## src/rtl/demux_dispatch.sv

```systemverilog
// One-deep dispatch stage: holds a single word and offers it to the channel named
// by its destination index; words stuck longer than TMO cycles are dropped and counted.
module demux_dispatch #(
    parameter int S   = 3,
    parameter int T   = 1,
    parameter int TMO = 16
) (
    input  logic                  clk,
    input  logic                  rst,
    input  logic                  in_valid,
    output logic                  in_ready,
    input  logic [T-1:0]          in_data,
    input  logic [S-1:0]          in_dest,
    input  logic [(2**S)-1:0]     out_ready,
    output logic [(2**S)-1:0]     out_valid,
    output logic [(2**S)*T-1:0]   out,
    output logic [S-1:0]          ctrl,
    output logic                  drop,
    output logic [7:0]            drop_cnt
);

    localparam int N  = 2**S;
    localparam int WW = (TMO > 1) ? $clog2(TMO) : 1;
    localparam logic [WW-1:0] WAIT_LAST = (TMO > 0) ? WW'(TMO - 1) : '0;

    typedef enum logic {EMPTY, HOLD} state_t;

    state_t          state_reg, state_next;
    logic [T-1:0]    data_reg, data_next;
    logic [S-1:0]    dest_reg, dest_next;
    logic [WW-1:0]   wait_reg, wait_next;
    logic            drop_reg, drop_next;
    logic [7:0]      drop_cnt_reg, drop_cnt_next;
    logic            xfer;
    logic            timeout;
    logic            acc;

    always_ff @(posedge clk or posedge rst) begin
        if (rst) begin
            state_reg    <= EMPTY;
            data_reg     <= '0;
            dest_reg     <= '0;
            wait_reg     <= '0;
            drop_reg     <= 1'b0;
            drop_cnt_reg <= 8'd0;
        end else begin
            state_reg    <= state_next;
            data_reg     <= data_next;
            dest_reg     <= dest_next;
            wait_reg     <= wait_next;
            drop_reg     <= drop_next;
            drop_cnt_reg <= drop_cnt_next;
        end
    end

    always_comb begin
        state_next    = state_reg;
        data_next     = data_reg;
        dest_next     = dest_reg;
        wait_next     = wait_reg;
        drop_next     = 1'b0;
        drop_cnt_next = drop_cnt_reg;

        xfer    = (state_reg == HOLD) && out_ready[dest_reg];
        // A delivery in the last allowed cycle wins over the timeout.
        timeout = (TMO > 0) && (state_reg == HOLD) && !xfer && (wait_reg == WAIT_LAST);
        in_ready = !rst && ((state_reg == EMPTY) || xfer);
        acc      = in_valid && in_ready;

        if (acc) begin
            state_next = HOLD;
            data_next  = in_data;
            dest_next  = in_dest;
            wait_next  = '0;
        end else if (xfer) begin
            state_next = EMPTY;
            wait_next  = '0;
        end else if (timeout) begin
            state_next = EMPTY;
            wait_next  = '0;
            drop_next  = 1'b1;
            if (drop_cnt_reg != 8'hFF) begin
                drop_cnt_next = drop_cnt_reg + 8'd1;
            end
        end else if (state_reg == HOLD) begin
            wait_next = wait_reg + 1'b1;
        end
    end

    // Outputs come only from registers, so nothing on in_* reaches out* in the same cycle.
    genvar gi;
    generate
        for (gi = 0; gi < N; gi++) begin : g_ch
            assign out_valid[gi]     = (state_reg == HOLD) && (dest_reg == S'(gi));
            assign out[gi*T +: T]    = out_valid[gi] ? data_reg : '0;
        end
    endgenerate

    assign ctrl     = dest_reg;
    assign drop     = drop_reg;
    assign drop_cnt = drop_cnt_reg;

endmodule
```

## config.mk

```make
export PLATFORM = sky130hd
export DESIGN_NAME = demux_dispatch
export DESIGN_NICKNAME = d
export VERILOG_FILES = /design/src/rtl/demux_dispatch.sv
export SDC_FILE = /design/constraint.sdc
export NUM_CORES = 1
export LEC_CHECK = 0
export BUFFER_PORTS_ARGS = -buffer_cell sky130_fd_sc_hd__buf_2
export CAP_MARGIN = 0
export CORE_ASPECT_RATIO = 1.2
export CORE_MARGIN = 2
export CORE_UTILIZATION = 25
export DETAILED_ROUTE_END_ITERATION = 12
export GPL_TIMING_DRIVEN = 1
export SYNTH_ARGS = -nofsm -noshare
export SYNTH_HDL_FRONTEND = slang
export SYNTH_SLANG_ARGS = --single-unit
```

## constraint.sdc

```tcl
create_clock -name clk -period 3.5 [get_ports clk]
set_clock_uncertainty 0.1 [all_clocks]
set_input_delay 0.175 -clock clk [delete_from_list [all_inputs] [get_ports clk]]
set_output_delay 0.175 -clock clk [all_outputs]
set_load 0.02 [all_outputs]
```

# [Word level (Yosys, flattened, before mapping)]
# Cells that the tools add are included.
[classes] n_addsub=2 mul=0 div_mod_pow=0 order_cmp=1 eq_ne=9 n_shift=0 muxes=20 n_bitwise=3 n_reduce_logical=20
[ops] cell="4-bit two-way mux" n=4
[ops] cell="1-bit two-way mux" n=15
[ops] cell="1-bit logical AND" n=13
[ops] cell="3-bit == test, second input constant" n=4
[ops] cell="8-bit by 1-bit adder with 8-bit output, second input constant" n=1
[ops] cell="8-bit != test, second input constant" n=1
[ops] cell="3-bit by 2-bit == test with 1-bit output, second input constant" n=2
[ops] cell="4-bit by 1-bit adder with 4-bit output, second input constant" n=1
[ops] cell="4-bit == test, second input constant" n=1
[ops] cell="3-bit by 4-bit < comparator with 1-bit output, second input constant" n=1
[ops] cell="4-bit AND reduction" n=1
[ops] cell="4-bit nonzero test" n=1
[ops] cell="1-bit binary-select mux with 3-bit select" n=1
[ops] cell="3-bit by 1-bit == test with 1-bit output, second input constant" n=1
[ops] cell="3-bit zero test" n=1
[ops] cell="1-bit inverter" n=3
[ops] cell="3-bit nonzero test" n=1
[ops] cell="1-bit zero test" n=2
[ops] cell="1-bit logical OR" n=1
[totals] ff_bits=18 latchBits=0 ram_bits=0 mem_bits_ro=0 wordCells=61 n_memories=0

# [Logic depth before layout (Yosys ltp)]
[depth] ltp_word=9 depth_mapped=6 depth_no_buf=6

# [Least setup slack after synthesis]
# OpenSTA, ideal clock, no wires.
[synth_timing] kind="reg-to-reg" from="register dest_reg[0], in the netlist ctrl[0]" to="register dest_reg[0], in the netlist ctrl[0]" setup_ns=0.125 arrival_ns=1.797 required_time_ns=3.275 setup_slack_ns=1.478 stages_incl_launch_ff=7 n_path_buf=1 period_less_slack_ns=2.022 cell_sequence="dfrtp_1 buf_2 and3_1 a22oi_2 nand2_2 nor3b_4 mux2_2"
[synth_via] elab_chain_cells=6
[synth_rtl] element="start: declaration" line_no="30" rtl="logic [S-1:0] dest_reg, dest_next;"
[synth_rtl] element="start signal: assignment" line_no="49" rtl="dest_reg <= dest_next;"
[synth_rtl] element="1-bit binary-select mux with 3-bit select" line_no="64" rtl="xfer = (state_reg == HOLD) && out_ready[dest_reg];"
[synth_rtl] element="1-bit two-way mux (not written as such)" line_no="64"
[synth_rtl] element="1-bit logical AND" line_no="64"
[synth_rtl] element="1-bit logical OR" line_no="67" rtl="in_ready = !rst && ((state_reg == EMPTY) || xfer);"
[synth_rtl] element="1-bit logical AND" line_no="67"
[synth_rtl] element="1-bit logical AND" line_no="68" rtl="acc = in_valid && in_ready;"
# Every way passes these cells. The select of a mux whose other input is x is not followed.
# A chain may end at the register's enable or synchronous reset.

# [Worst setup path after layout]
[layout_timing] from="register dest_reg[1], in the netlist ctrl[1]" to="register dest_reg[0], in the netlist ctrl[0]"
# Same word-level chain as after synthesis.

==> flow_summary.toml <==
[global_route]
antenna_found_initial = 0
grt_busiest_layer = "met2"
met1_usage = 0.1411
grt_pass1_wl_mm = 4.098
grt_pass1_vias = 865
grt_start_max_net_pins = 20
grt.met2_usage = 0.1840
grt_use_total = 0.1127
grtUsageMet3 = 0.02572
grt_overflow = 0

[setup_path]
cp-endpoint = "ctrl[0]$_DFFE_PP0P_"
crit_type = "reg -> reg"
path_max_fanout = 13
r2r-start = "ctrl[1]$_DFFE_PP0P_"
crit_path_end_kind = "flop"
reg2reg_slack_ns = 1.34
arrival_ns = 2.19
start_kind = "flop"
r2r-end = "ctrl[0]$_DFFE_PP0P_"
cp-startpoint = "ctrl[1]$_DFFE_PP0P_"
timing.critical_path.required_ns = 3.54
reg2regPathDepth = 5

[pwr]
leakagePower_nw = 0.6943
total_power_uw = 751.7
power_density_nw_per_um2 = 556.8
vdd_drop_max_v = 0.0001971

[logic_synthesis]
ys.flop_type = "dfrtp_1"
ys_seq_elements = 18
synth_edf_count = 0
syn_area_um2 = 1028
syn_area_per_cell_um2 = 9.795
ys_warn_count = 0
ys_seq_area_frac = 0.4380
async_flop_share = 1.000
ys_types = 31
synthesis.nets = 122
syn_inst = 105

[final_layout]
multiInputGateArea_um2 = 561.8
design_area_um2 = 1350
fillers = 428
regArea_um2 = 450.4
largest_register_ffs = 8
num_antenna_cells = 0
area_delta_synth_final_pct = 31.26
layout.nets = 169
layout-drive-gt1-share = 0.3800

[outcome]
outcome = "complete, no violations"

[clock_network]
cts_resized = 0
clock_path_buffers = 2
cts-root-buf = "clkbuf_8"
cts_buffers = 3
h-tree-depth = 1
path_clk_slew_ns = 0.07
post_cts_buffers = 0
cts_tree = "done"
worst_skew_pair.late_latency_ns = 0.25
cts_num_sinks = 18
cts_hold_buffers = 1

[sta]
worst_pin_slew_ns = 0.7161
finalSetupTns_ns = 0
period_share = 0.6160
timing.slew.headroom = 0.5221
holdWs_ns = 0.05854
finalHoldViolations = 0
setup_violations = 0
grt_setup_unrepaired = "false"
slew_violations = 0
layout_setup_ws_ns = 1.344
period_minus_slack_ns = 2.156
fmax_mhz = 463.8

[floorplan]
start_util = 0.2610
die_w_um = 62.55
fp.dieArea_um2 = 4645
core.rowCount = 25
core_um2 = 3941
die_h_um = 74.26
pin_count = 44

[drt]
drt-total-wl_mm = 2.538
num_vias = 950
via_per_inst = 4.657
drc = 0
drt_pass1_iterations = 4
drt_iter0_drc = 20
ant_nets = 0
wl_per_cell_um = 12.44

[place]
dp_slack_ns = 1.329
dpl_cell_area_um2 = 1299
numPortBuffers = 43
gp_congestion = 0.8080
dp_hpwl_mm = 1.931

[min_path]
hp-start = "in_data"
hold_class = "in -> reg"

[flow_run]
drv_cap = 0
## final cells by class
class,instances,area share
Inverter,1,0.002780
Sequential cell,18,0.3336
Timing Repair Buffer,44,0.1668
Clock buffer,3,0.03058
Multi-Input combinational cell,84,0.4161
Tap cell,54,0.05005
## per-stage QoR
step           std cells    util
2_1_floorplan        105       -
3_3_place_gp         200  0.3295
3_5_place_dp         200  0.3295
4_1_cts              204  0.3425
5_1_grt              204  0.3425
6_report             204  0.3425
## worst min path at each step
stage | to | cells past startpoint
2_1_floorplan | ctrl[0]$_DFFE_PP0P_ | 1
3_3_place_gp | wait_reg[3]$_DFFE_PP0P_ | 2
3_5_place_dp | wait_reg[2]$_DFFE_PP0P_ | 2
4_1_cts | data_reg$_DFFE_PP0P_ | 2
5_1_grt | data_reg$_DFFE_PP0P_ | 2
6_report | data_reg$_DFFE_PP0P_ | 2
## worst max-delay path, cell delays in order, from the launching register on
cell and delay [ns]:
dfrtp_1 0.62, mux2i_1 0.16, a22oi_2 0.27, nand2_2 0.17, nor3b_4 0.34, mux2_2 0.38
## Yosys cell counts, types with 3 or more instances
cell type   n  area [µm²]
mux2i_1     4       40.04
nand3_1     7       35.03
o21ai_0     5       25.02
a21oi_1     3       15.01
xnor2_1     4       35.03
nor3_1      4       20.02
nand2_1     7       26.28
mux2_2      6       67.56
dfrtp_1    18       450.4
nor2_1     15       56.30
and3_1      4       25.02
nand2b_1    4       25.02
## cell usage in the layout, fill, tap and decap left out, drive strengths merged
| cell type | netlist | final |
|---|---|---|
| nand2 | 8 | 8 |
| nand4 | 2 | 2 |
| nand3 | 7 | 7 |
| xor2 | 1 | 1 |
| and2 | 1 | 1 |
| nand2b | 4 | 4 |
| mux2 | 6 | 6 |
| ha | 2 | 2 |
| nand4b | 1 | 1 |
| inv | 1 | 1 |
| dlygate4sd3 | 0 | 1 |
| and3 | 4 | 4 |
| a22oi | 3 | 3 |
| nor3b | 2 | 2 |
| and3b | 2 | 2 |
| nand3b | 2 | 2 |
| o21ai | 5 | 5 |
| nor2b | 1 | 1 |
| a22o | 1 | 1 |
| a21oi | 4 | 4 |
| buf | 2 | 43 |
| nor2 | 15 | 15 |
| mux2i | 4 | 4 |
| dfrtp | 18 | 18 |
| nor3 | 4 | 4 |
| xnor2 | 4 | 4 |
| clkbuf | 0 | 3 |
| and4 | 1 | 1 |
## kinds of logic after synthesis
group | after synthesis | share of synthesized area
buffers and inverters | 3 | 0.01581
AND/OR/NAND/NOR | 54 | 0.2871
AO/OA/AOI/OAI | 13 | 0.08759
XOR/XNOR | 5 | 0.04258
flip-flops | 18 | 0.4380
adder cells (fa/ha/maj) | 2 | 0.02433
multiplexers | 10 | 0.1046
## per-layer routing
layer | share of wire | wire, µm
met1 | 0.47 | 1189
met2 | 0.47 | 1185
met3 | 0.056 | 142
met4 | 0.0083 | 21
met5 | 0 | 0
## power breakdown
part           internal, mW  switching [mW]  total, mW
combinational         0.119           0.177      0.296
sequential            0.242          0.0700      0.312
clock                0.0764          0.0674      0.144
total                 0.437           0.314      0.752
(Power assumes the default switching activity.)
